File: config.mk
export PLATFORM = sky130hd
export DESIGN_NAME = iob_mem_arbiter
export DESIGN_NICKNAME = d
export VERILOG_FILES = /design/src/rtl/iob_mem_arb_pkg.sv /design/src/rtl/iob_mem_arb_pick.sv /design/src/rtl/iob_mem_arbiter.sv
export SDC_FILE = /design/constraint.sdc
export NUM_CORES = 1
export LEC_CHECK = 0
export ABC_AREA = 1
export BUFFER_PORTS_ARGS = -buffer_cell sky130_fd_sc_hd__buf_2
export CORE_AREA = 2 2 119 121
export DETAILED_ROUTE_END_ITERATION = 10
export DIE_AREA = 0 0 121 123
export PLACE_DENSITY = 0.67
export SYNTH_ARGS = -nofsm -noshare
export SYNTH_HDL_FRONTEND = slang
export SYNTH_SLANG_ARGS = --single-unit
File: constraint.sdc
create_clock -name clk -period 1.95 [get_ports clk]
set_input_delay 0.195 -clock clk [delete_from_list [all_inputs] [get_ports clk]]
set_output_delay 0.195 -clock clk [all_outputs]
set_load 0.02 [all_outputs]
File: src/rtl/iob_mem_arb_pkg.sv
// Shared FSM state encoding and requester indices for the two-port memory arbiter.
// Optional round-robin arbitration is selected with IOB_MEM_ARB_RR_EN.
package iob_mem_arb_pkg;

    typedef enum logic {
        ST_IDLE = 1'b0,
        ST_BUSY = 1'b1
    } arb_state_e;

    localparam logic REQ0 = 1'b0;
    localparam logic REQ1 = 1'b1;

    function automatic logic other_req(input logic idx);
        return ~idx;
    endfunction

endpackage

File: src/rtl/iob_mem_arb_pick.sv
// Combinational winner select between two requesters; fixed priority to REQ0,
// or round-robin against the last grant when IOB_MEM_ARB_RR_EN is defined.
module iob_mem_arb_pick
    import iob_mem_arb_pkg::*;
(
    input  logic [1:0] valid_i,
    input  logic       last_grant_i,
    output logic       winner_o
);

`ifdef IOB_MEM_ARB_RR_EN
    always_comb begin
        winner_o = REQ0;
        if (valid_i == 2'b10) begin
            winner_o = REQ1;
        end else if (valid_i == 2'b11) begin
            winner_o = other_req(last_grant_i);
        end
    end
`else
    // Fixed priority never looks at history.
    logic unused_last_grant;
    assign unused_last_grant = last_grant_i;

    always_comb begin
        winner_o = REQ0;
        if (valid_i == 2'b10) begin
            winner_o = REQ1;
        end
    end
`endif

endmodule

File: src/rtl/iob_mem_arbiter.sv
// Two-requester arbiter onto one native memory port: request captured in IDLE, mem_valid
// one cycle later, ready passed through combinationally. Round-robin with IOB_MEM_ARB_RR_EN.
module iob_mem_arbiter
    import iob_mem_arb_pkg::*;
#(
    parameter  int ADDR_W  = 32,
    parameter  int DATA_W  = 32,
    localparam int N_BYTES = DATA_W / 8
)(
    input  logic               clk,
    input  logic               reset,

    input  logic               req0_valid,
    input  logic [ADDR_W-1:0]  req0_addr,
    input  logic [DATA_W-1:0]  req0_wdata,
    input  logic [N_BYTES-1:0] req0_wstrb,
    output logic [DATA_W-1:0]  req0_rdata,
    output logic               req0_ready,

    input  logic               req1_valid,
    input  logic [ADDR_W-1:0]  req1_addr,
    input  logic [DATA_W-1:0]  req1_wdata,
    input  logic [N_BYTES-1:0] req1_wstrb,
    output logic [DATA_W-1:0]  req1_rdata,
    output logic               req1_ready,

    output logic               mem_valid,
    output logic [ADDR_W-1:0]  mem_addr,
    output logic [DATA_W-1:0]  mem_wdata,
    output logic [N_BYTES-1:0] mem_wstrb,
    input  logic [DATA_W-1:0]  mem_rdata,
    input  logic               mem_ready,

    output logic               grant
);

    arb_state_e         state_q;
    logic               mem_valid_q;
    logic               grant_q;
    logic               last_q;
    logic [ADDR_W-1:0]  addr_q;
    logic [DATA_W-1:0]  wdata_q;
    logic [N_BYTES-1:0] wstrb_q;

    logic               winner;
    logic [ADDR_W-1:0]  addr_d;
    logic [DATA_W-1:0]  wdata_d;
    logic [N_BYTES-1:0] wstrb_d;
    logic               busy;

    iob_mem_arb_pick u_pick (
        .valid_i      ({req1_valid, req0_valid}),
        .last_grant_i (last_q),
        .winner_o     (winner)
    );

    assign addr_d  = (winner == REQ1) ? req1_addr  : req0_addr;
    assign wdata_d = (winner == REQ1) ? req1_wdata : req0_wdata;
    assign wstrb_d = (winner == REQ1) ? req1_wstrb : req0_wstrb;

    // last_q resets to REQ1 so that requester 0 wins the first contested round.
    always_ff @(posedge clk) begin
        if (reset) begin
            state_q     <= ST_IDLE;
            mem_valid_q <= 1'b0;
            grant_q     <= REQ0;
            last_q      <= REQ1;
            addr_q      <= '0;
            wdata_q     <= '0;
            wstrb_q     <= '0;
        end else begin
            case (state_q)
                ST_IDLE: begin
                    if (req0_valid || req1_valid) begin
                        state_q     <= ST_BUSY;
                        mem_valid_q <= 1'b1;
                        grant_q     <= winner;
                        last_q      <= winner;
                        addr_q      <= addr_d;
                        wdata_q     <= wdata_d;
                        wstrb_q     <= wstrb_d;
                    end
                end
                ST_BUSY: begin
                    if (mem_ready) begin
                        state_q     <= ST_IDLE;
                        mem_valid_q <= 1'b0;
                    end
                end
            endcase
        end
    end

    assign busy = (state_q == ST_BUSY);

    assign mem_valid = mem_valid_q;
    assign mem_addr  = addr_q;
    assign mem_wdata = wdata_q;
    assign mem_wstrb = wstrb_q;
    assign grant     = grant_q;

    // A reset cycle abandons the transaction, so a coincident mem_ready must not complete it.
    assign req0_ready = busy && !reset && mem_ready && (grant_q == REQ0);
    assign req1_ready = busy && !reset && mem_ready && (grant_q == REQ1);

    assign req0_rdata = mem_rdata;
    assign req1_rdata = mem_rdata;

endmodule

After elaboration in Yosys (flattened, before gate mapping) --
Cells that the tools add are included.
Cells by class: equal/unequal tests 3, muxes and demuxes 10, bitwise logic cells 2, reductions and logical operators 8
Operators with widths (count):
- two-way mux 32 bit | 2
- two-way mux 1 bit | 5
- logical AND 1 bit | 4
- two-way mux 4 bit | 1
- != test 2 bit (second input constant) | 2
- one-hot mux 1 bit (2 select lines) | 2
- AND reduction 2 bit | 2
- equality test 2 bit (second input constant) | 1
- NOT 1 bit | 2
- zero test 1 bit | 1
- logical OR 1 bit | 1
Storage, ports and cells: register bits 71, bits of input ports 173, output and inout port bits 136, logic and storage cells 29

Longest topological paths before layout --
Gate-level depths: netlist (run 1).
depth in word-level cells 4, depth in mapped cells 8, gate-level depth less buffers 6

Modules after synthesis --
From an unflattened synthesis (run 1), not the netlist that was laid out.
Unflattened totals: cells, all modules 737, area total of the unflattened synthesis 4360.4 µm²
By module, submodules not included:
- iob_mem_arbiter | instances 1, cells an instance 735, area each 4350.4 µm², sequential area each 1441.4 µm²
- iob_mem_arb_pick | instances 1, cells an instance 2, area each 10.0 µm², sequential area each 0.0 µm²

Worst setup path after synthesis (run 1) --
No wires, ideal clock.
path type flip-flop to output port, start point register grant_q, in the netlist grant, end point output port req1_ready, data arrival time 1.017 ns, required time 1.755 ns, path slack 0.738 ns, cell stages (with the launch flop) 2, path buffers 0, cell sequence dfxtp_1 nor3b_1
Between the ends: word-level cells in the longest chain between the ends 1
Ends and longest elaborated chain:
- start, declared | line iob_mem_arbiter.sv:39 | logic grant_q;
- start signal, assigned | line iob_mem_arbiter.sv:77 | grant_q <= winner;
- logical AND 1 bit | line iob_mem_arbiter.sv:104 | assign req1_ready = busy && !reset && mem_ready && (grant_q == REQ1);
- end, declared | line iob_mem_arbiter.sv:25 | output logic req1_ready,
Every way passes these cells.

Worst setup path in the final report (run 1) --
start point register state_q, in the netlist busy, end point output port req1_ready
Between the ends: word-level cells in the longest chain between the ends 3
Ends and longest elaborated chain:
- start, declared | line iob_mem_arbiter.sv:37 | arb_state_e state_q;
- start signal, assigned | line iob_mem_arbiter.sv:64 | state_q <= ST_IDLE;
- start signal, assigned | line iob_mem_arbiter.sv:75 | state_q <= ST_BUSY;
- start signal, assigned | line iob_mem_arbiter.sv:86 | state_q <= ST_IDLE;
- logical AND 1 bit (3 in series) | line iob_mem_arbiter.sv:104
Every way passes these cells.

==> flow_summary.ini, run 1 <==
[status]
status = finished, final reports clean

[global_route]
grt_max_degree = 70
antenna_violations_before_repair = 0
grt_remaining_overflow = 0
grt_util_all_layers_pct = 15.53
grt_pass1_wl_mm = 18.05
via_count_of_the_first_global_routing_pass = 3886

[cts]
count_of_instances_resized_after_the_clock_tree_is_built = 0
clock-root-buffer = clkbuf_16
tritoncts = done
cts_max_path_buffers = 2
number_of_buffers_created_by_cts = 9
number_of_h_tree_branching_levels = 3
clkTransAtPathRegs_ns = 0.05
cts_hold_repair.buffers = 0
clock_sink_count = 71
worstSkewPairLatency_ns = 0.34
post-cts-setup-buffer-count = 0

[logic_synthesis]
syn_nets = 973
ys_top_cells_by_count = 275 x nand2_1, 206 x nor2_1, 136 x inv_1
netlist_area_mm2 = 0.004556
seq_area_frac_synth_pct = 31.20
synth-edff-count = 0
yosys.cell_types.count = 17
avgSynthCellArea_um2 = 5.695
synth_area_leaders = dfxtp_1 31%, nand2_1 23%, nor2_1 17%, buf_4 12%, inv_1 11%
ys_ff_latch = 71
synth.top_cell.area_share_pct = 31.20
synth_warnings = 0
yosysMostFrequentCell = nand2_1
synthDominantAreaCellType = dfxtp_1
share_of_flip_flops_with_an_asynchronous_set_or_reset_pct = 0
synthCells = 800
postSynth.topFlopCell = dfxtp_1

[cells_and_area]
post_layout_nonfiller_instances = 1120
layout-drive-gt1-share_pct = 26.06
syn_to_final_growth_pct = 21.97
design.final.nets = 1108
insertedDiodeCount = 0
nFillCells = 1511
postLayoutCellArea_mm2 = 0.005557

[floorplan]
die_area_mm2 = 0.01488
floorplan.core_area_mm2 = 0.01361
row_count = 43
pin_count = 309
die-width_um = 121
initial_standard_cell_utilization_of_the_core_pct = 33.47
dieHeight_um = 123

[worst_setup_path]
crit_start_category = flop
rr_startpoint = busy$_SDFF_PP0_
timing.critical_path.arrival_ns = 1.31
crit_type = flop to primary output
ff2ff_setup_slack_ns = 0.65
rr_worst_depth = 6
r2r_end = mem_wdata[28]$_SDFFE_PP0P_
required_ns = 1.75
worst_setup_path_end_kind = primary output
critical-path-max-stage-delay_ns = 0.41
crit_path_cell_trace = nand2_1 > nor3b_1 > buf_2
critical-path-slowest-cell = dfxtp_1
crit_fanout = 3

[timing]
timing.final.max_slew_violations = 0
layout_min_cycle_time_ns = 1.504
worst_case_headroom_to_the_max_slew_limit_pct = 65.60
timing.fmax_mhz = 665.1
report.final.hold_viol_count = 0
setup_total_negative_slack_ns = 0
period_utilization_post_route_pct = 77.11
rsz0062_at_grt = no
setup_slack_ns = 0.4464
worst_slew_pin_slew_ns = 0.5156
skew_ns = 0.007937
timing.final.setup_violations = 0

[place]
routabilityCongestion = 0.7358
place_area_mm2 = 0.005265
post-place-cells = 1104
dp_worst_setup_slack_ns = 0.5308
buffer_ports.inserted = 212
detailed_place_hpwl_mm = 8.260

[pwr]
powerDensity_mw_per_mm2 = 794.4
p_int_w = 0.003040
netSwitchingFraction_pct = 31.14
combinationalPowerShare_pct = 25.1
p_clk_share_pct = 37.2
cellLeakagePower_nw = 3.545
total_power_w = 0.004414
total_switching_power_w = 0.001375
vdd_drop_max_mv = 0.3279
seqPwrFrac_pct = 37.7

[route]
detail_route.wirelength_mm = 11.66
first_iter_violations = 222
wl_met2_mm = 5.407
routed.top_layer = met4
routed-via-count = 4458
wirelength_met1_mm = 4.998
via_per_inst = 3.980
drt_pre_antenna_iters = 4
drc_errors = 0
routed-wl-met3_um = 879
final_antenna_net_count = 0
routed_wire_length_per_instance_um = 10.41

[job]
drv.max_cap_violation_count = 0

[worst_hold_path]
worstHoldPathType = primary input to flop
hold_path_depth = 2
holdPathEnd = grant$_SDFFE_PP0P_
holdCritStartpoint = reset
==> final cells by class <==
class | instances | area (µm²) | area share [%]
clock buffer | 12 | 246.5 | 4.436
timing repair buffer | 224 | 1214 | 21.84
inverter | 139 | 521.8 | 9.390
multi-input combinational | 490 | 1883 | 33.89
clock inverter | 4 | 45.04 | 0.8106
tap | 180 | 225.2 | 4.053
sequential | 71 | 1421 | 25.58
==> layout by cell type, fill, tap and decap left out, drive strengths merged, types with 2 or more instances in the layout <==
master,count
nor2,208
clkinv,3
a21oi,2
nand2,276
dfxtp,71
inv,139
buf,224
clkbuf,12
==> through the flow <==
stage / hold WS [ns] / utilization, %
after floorplan: 0.2641 / -
after global routing: 0.1275 / 40.82
final: 0.1286 / 40.82
after detailed placement: 0.3902 / 38.68
after CTS: 0.1111 / 40.82
after global placement: 0.3902 / 38.68
==> cell families (layout without fill, tap and decap cells) <==
| group | count (synthesis) | count (layout) | synth area share [%] |
|---|---|---|---|
| compound gates | 3 | 3 | 0.5769 |
| flops | 71 | 71 | 31.20 |
| simple gates | 487 | 487 | 40.76 |
| buf+inv | 239 | 379 | 27.46 |
==> critical path: cells and delay by family, from the launching register on <==
family                 cells  cell delay, ns
buffers and inverters      1            0.19
DFF                        1            0.41
and+or+nand+nor            2            0.37
==> power groups by stage <==
| stage | Combinational, W | Sequential (W) | Clock (W) |
|---|---|---|---|
| floorplan | 0.000750 | 0.00187 | 0 |
| global placement | 0.00112 | 0.00169 | 0 |
| detailed placement | 0.00112 | 0.00170 | 0 |
| CTS | 0.00112 | 0.00167 | 0.00171 |
| global route | 0.00126 | 0.00168 | 0.00177 |
| finish | 0.00111 | 0.00166 | 0.00164 |
==> how the worst max path moves through the flow <==
stage / from / cells after the start / endpoint
after floorplan: grant$_SDFFE_PP0P_ / 1 / req1_ready
after global placement: req0_valid / 7 / mem_wdata[5]$_SDFFE_PP0P_
after detailed placement: req0_valid / 7 / mem_wdata[5]$_SDFFE_PP0P_
after CTS: busy$_SDFF_PP0_ / 3 / req1_ready
after global routing: busy$_SDFF_PP0_ / 3 / req1_ready
final: busy$_SDFF_PP0_ / 3 / req1_ready
==> metal layers <==
metal | global-route usage (%) | vias to the layer above
met1 | 17.75 | 1815
met2 | 25.91 | 156
met3 | 4.474 | 28
met5 | 0 | -
li1 | - | 2459
met4 | 9.012 | 0
==> flip-flops by register name (all words and copies together) (netlist names) <==
signal,count
busy,1
grant,1
mem_addr,32
mem_valid,1
mem_wdata,32
mem_wstrb,4
No activity file was read; power rests on OpenSTA's default activity.
==> run 2: changes to the inputs <==
ABC_AREA = 0   (was 1)
CORE_AREA = 2 2 121 123   (was 2 2 119 121)
DIE_AREA = 0 0 123 125   (was 0 0 121 123)
PLACE_DENSITY = default   (was 0.67)
clock period = 1.5 ns   (was 1.95 ns; I/O delays follow)
==> flow_summary.ini, run 2 <==
[timing]
setup_slack_ns = 0.1315
timing.final.max_slew_violations = 0
timing.final.setup_violations = 0
skew_ns = 0.005590
rsz0062_at_grt = no
layout_min_cycle_time_ns = 1.368
setup_total_negative_slack_ns = 0
worst_slew_pin_slew_ns = 0.3434
period_utilization_post_route_pct = 91.23
timing.fmax_mhz = 730.7
worst_case_headroom_to_the_max_slew_limit_pct = 77.10
report.final.hold_viol_count = 0

[place]
routabilityCongestion = 0.7737
dp_worst_setup_slack_ns = 0.1535
detailed_place_hpwl_mm = 8.830
buffer_ports.inserted = 212
post-place-cells = 762

[logic_synthesis]
syn_nets = 631
post_synth_xor_area_fraction_pct = 0
synth_area_leaders = dfxtp_1 36%, a311oi_2 20%, buf_4 13%, nand2_1 13%, nor2_1 6.6%
synthDominantAreaCellType = dfxtp_1
synth.mux.area_fraction_pct = 0
yosys.cell_types.count = 20
netlist_area_mm2 = 0.003896
synth-edff-count = 0
synth_compound_area_share_pct = 24.60
share_of_flip_flops_with_an_asynchronous_set_or_reset_pct = 0
postSynth.topFlopCell = dfxtp_1
ys_ff_latch = 71
synth_warnings = 0
post_synth_and_or_nand_nor_area_fraction_pct = 20.39
synth.top_cell.area_share_pct = 36.48
seq_area_frac_synth_pct = 36.48
yosysMostFrequentCell = nand2_1
ys_top_cells_by_count = 137 x nand2_1, 71 x dfxtp_1, 70 x buf_4
post_synth_fa_ha_maj_area_fraction_pct = 0
avgSynthCellArea_um2 = 8.507
synthCells = 458
main_combinational_cell_family_by_area_after_synthesis = compound AO/OA/AOI/OAI gates

[worst_setup_path]
path_delay_family = compound AO/OA/AOI/OAI gates
required_ns = 1.73
worst_setup_path_endpoint = mem_wdata[8]$_SDFFE_PP0P_
crit_cells = 4
rr_startpoint = busy$_SDFF_PP0_
ff2ff_setup_slack_ns = 0.13
crit_type = flop to flop
crit_fanout = 58
r2r_end = mem_wdata[8]$_SDFFE_PP0P_
crit_path_cell_trace = o21ba_4 > buf_12 > nor2_1 > a311oi_1
worst_setup_path_startpoint = busy$_SDFF_PP0_
crit_start_category = flop
worst_setup_path_end_kind = flop
rr_worst_depth = 4
critical-path-slowest-cell = dfxtp_1
cp.buffers_inverters = 1
timing.critical_path.arrival_ns = 1.60
critical-path-max-stage-delay_ns = 0.34

[global_route]
via_count_of_the_first_global_routing_pass = 3317
grt_max_degree = 59
grt_util_all_layers_pct = 14.81
grt_remaining_overflow = 0
grt_pass1_wl_mm = 17.51
antenna_violations_before_repair = 0

[route]
drt_pre_antenna_iters = 4
routed.top_layer = met4
wirelength_met1_mm = 4.350
routed-wl-met3_mm = 1.078
via_per_inst = 4.610
final_antenna_net_count = 0
routed_wire_length_per_instance_um = 15.17
drc_errors = 0
routed-via-count = 3573
wl_met2_mm = 6.094
first_iter_violations = 144
detail_route.wirelength_mm = 11.76

[cts]
clock-root-buffer = clkbuf_16
number_of_buffers_created_by_cts = 9
cts_max_path_buffers = 2
post-cts-setup-buffer-count = 0
clkTransAtPathRegs_ns = 0.06
cts_hold_repair.buffers = 0
tritoncts = done
count_of_instances_resized_after_the_clock_tree_is_built = 0
clock_sink_count = 71
worstSkewPairLatency_ns = 0.33
number_of_h_tree_branching_levels = 3

[floorplan]
floorplan.core_area_mm2 = 0.01420
row_count = 44
die-width_um = 123
pin_count = 309
die_area_mm2 = 0.01538
dieHeight_um = 125
initial_standard_cell_utilization_of_the_core_pct = 27.43

[pwr]
powerDensity_mw_per_mm2 = 1098
vdd_drop_max_mv = 0.4578
cellLeakagePower_nw = 2.304

[status]
status = finished, final reports clean

[cells_and_area]
nFillCells = 1513
design.final.nets = 762
insertedDiodeCount = 0
layout-drive-gt1-share_pct = 48.90
syn_to_final_growth_pct = 26.36
most-common-layout-cells = 211 x buf_2, 137 x nand2_1, 71 x dfxtp_1
mostFrequentLayoutCell = buf_2
post_layout_nonfiller_instances = 775
utilization_pct = 34.66

[job]
drv.max_cap_violation_count = 0

[worst_hold_path]
worstHoldPathType = primary input to flop
run 2: cell count changes in the layout (fill, tap and decap cells not counted), sizes merged, moves of 68 or more:
cell,delta
nor2,-140
nand2,-139
inv,-138
a311oi,+68
run 2: layout make-up:
class	count	area (µm²)	share of cell area, %
well taps	184	230.2	4.676
multi-input cells	283	1769	35.93
clock buffers	11	242.7	4.930
flip-flops and latches	71	1421	28.87
clock inverters	2	10.01	0.2033
repair buffers	223	1246	25.31
inverters	1	3.754	0.07624
run 2: power breakdown:
part | switching (W) | internal (W) | total [W] | leakage (nW)
Clock | 0.000761 | 0.00113 | 0.00189 | 0.127
Sequential | 0.0000920 | 0.00208 | 0.00217 | 0.590
Combinational | 0.000794 | 0.000549 | 0.00134 | 1.59
run 2: logic make-up after synthesis:
kind of cell	count (synthesis)
AND/OR/NAND/NOR	209
flip-flops	71
buffers and inverters	104
AO/OA/AOI/OAI	74
run 2: metal layers:
metal / vias to the layer above / track usage [%]
li1: 1757 / -
met1: 1624 / 14.54
met2: 179 / 27.59
met3: 13 / 5.611
met4: 0 / 5.615
met5: - / 0
run 2: stage by stage:
step / power, W / hold WS, ns / cell area (µm²)
after detailed placement: 0.003566 / 0.3004 / 4671
after floorplan: 0.003314 / 0.2510 / 3896
after global placement: 0.003551 / 0.3004 / 4671
final: 0.005404 / 0.07646 / 4923
after CTS: 0.005506 / 0.05416 / 4923
after global routing: 0.005720 / 0.06944 / 4923
run 2: worst reg2reg max path: cells and delay by family (launching register included):
family,cells,cell delay (ns)
compound gates,2,0.55
flops,1,0.34
buf+inv,1,0.29
simple gates,1,0.10
run 2: worst min path at each step:
stage / start / to / slack, ns / cells after the start
5_1_grt: req0_wdata[4] / mem_wdata[4]$_SDFFE_PP0P_ / 0.07 / 3
3_3_place_gp: mem_rdata[0] / req0_rdata[0] / 0.30 / 0
3_5_place_dp: mem_rdata[0] / req0_rdata[0] / 0.30 / 0
2_1_floorplan: req0_valid / grant$_SDFFE_PP0P_ / 0.25 / 1
6_report: req1_addr[16] / mem_addr[16]$_SDFFE_PP0P_ / 0.08 / 3
4_1_cts: req1_addr[16] / mem_addr[16]$_SDFFE_PP0P_ / 0.05 / 3
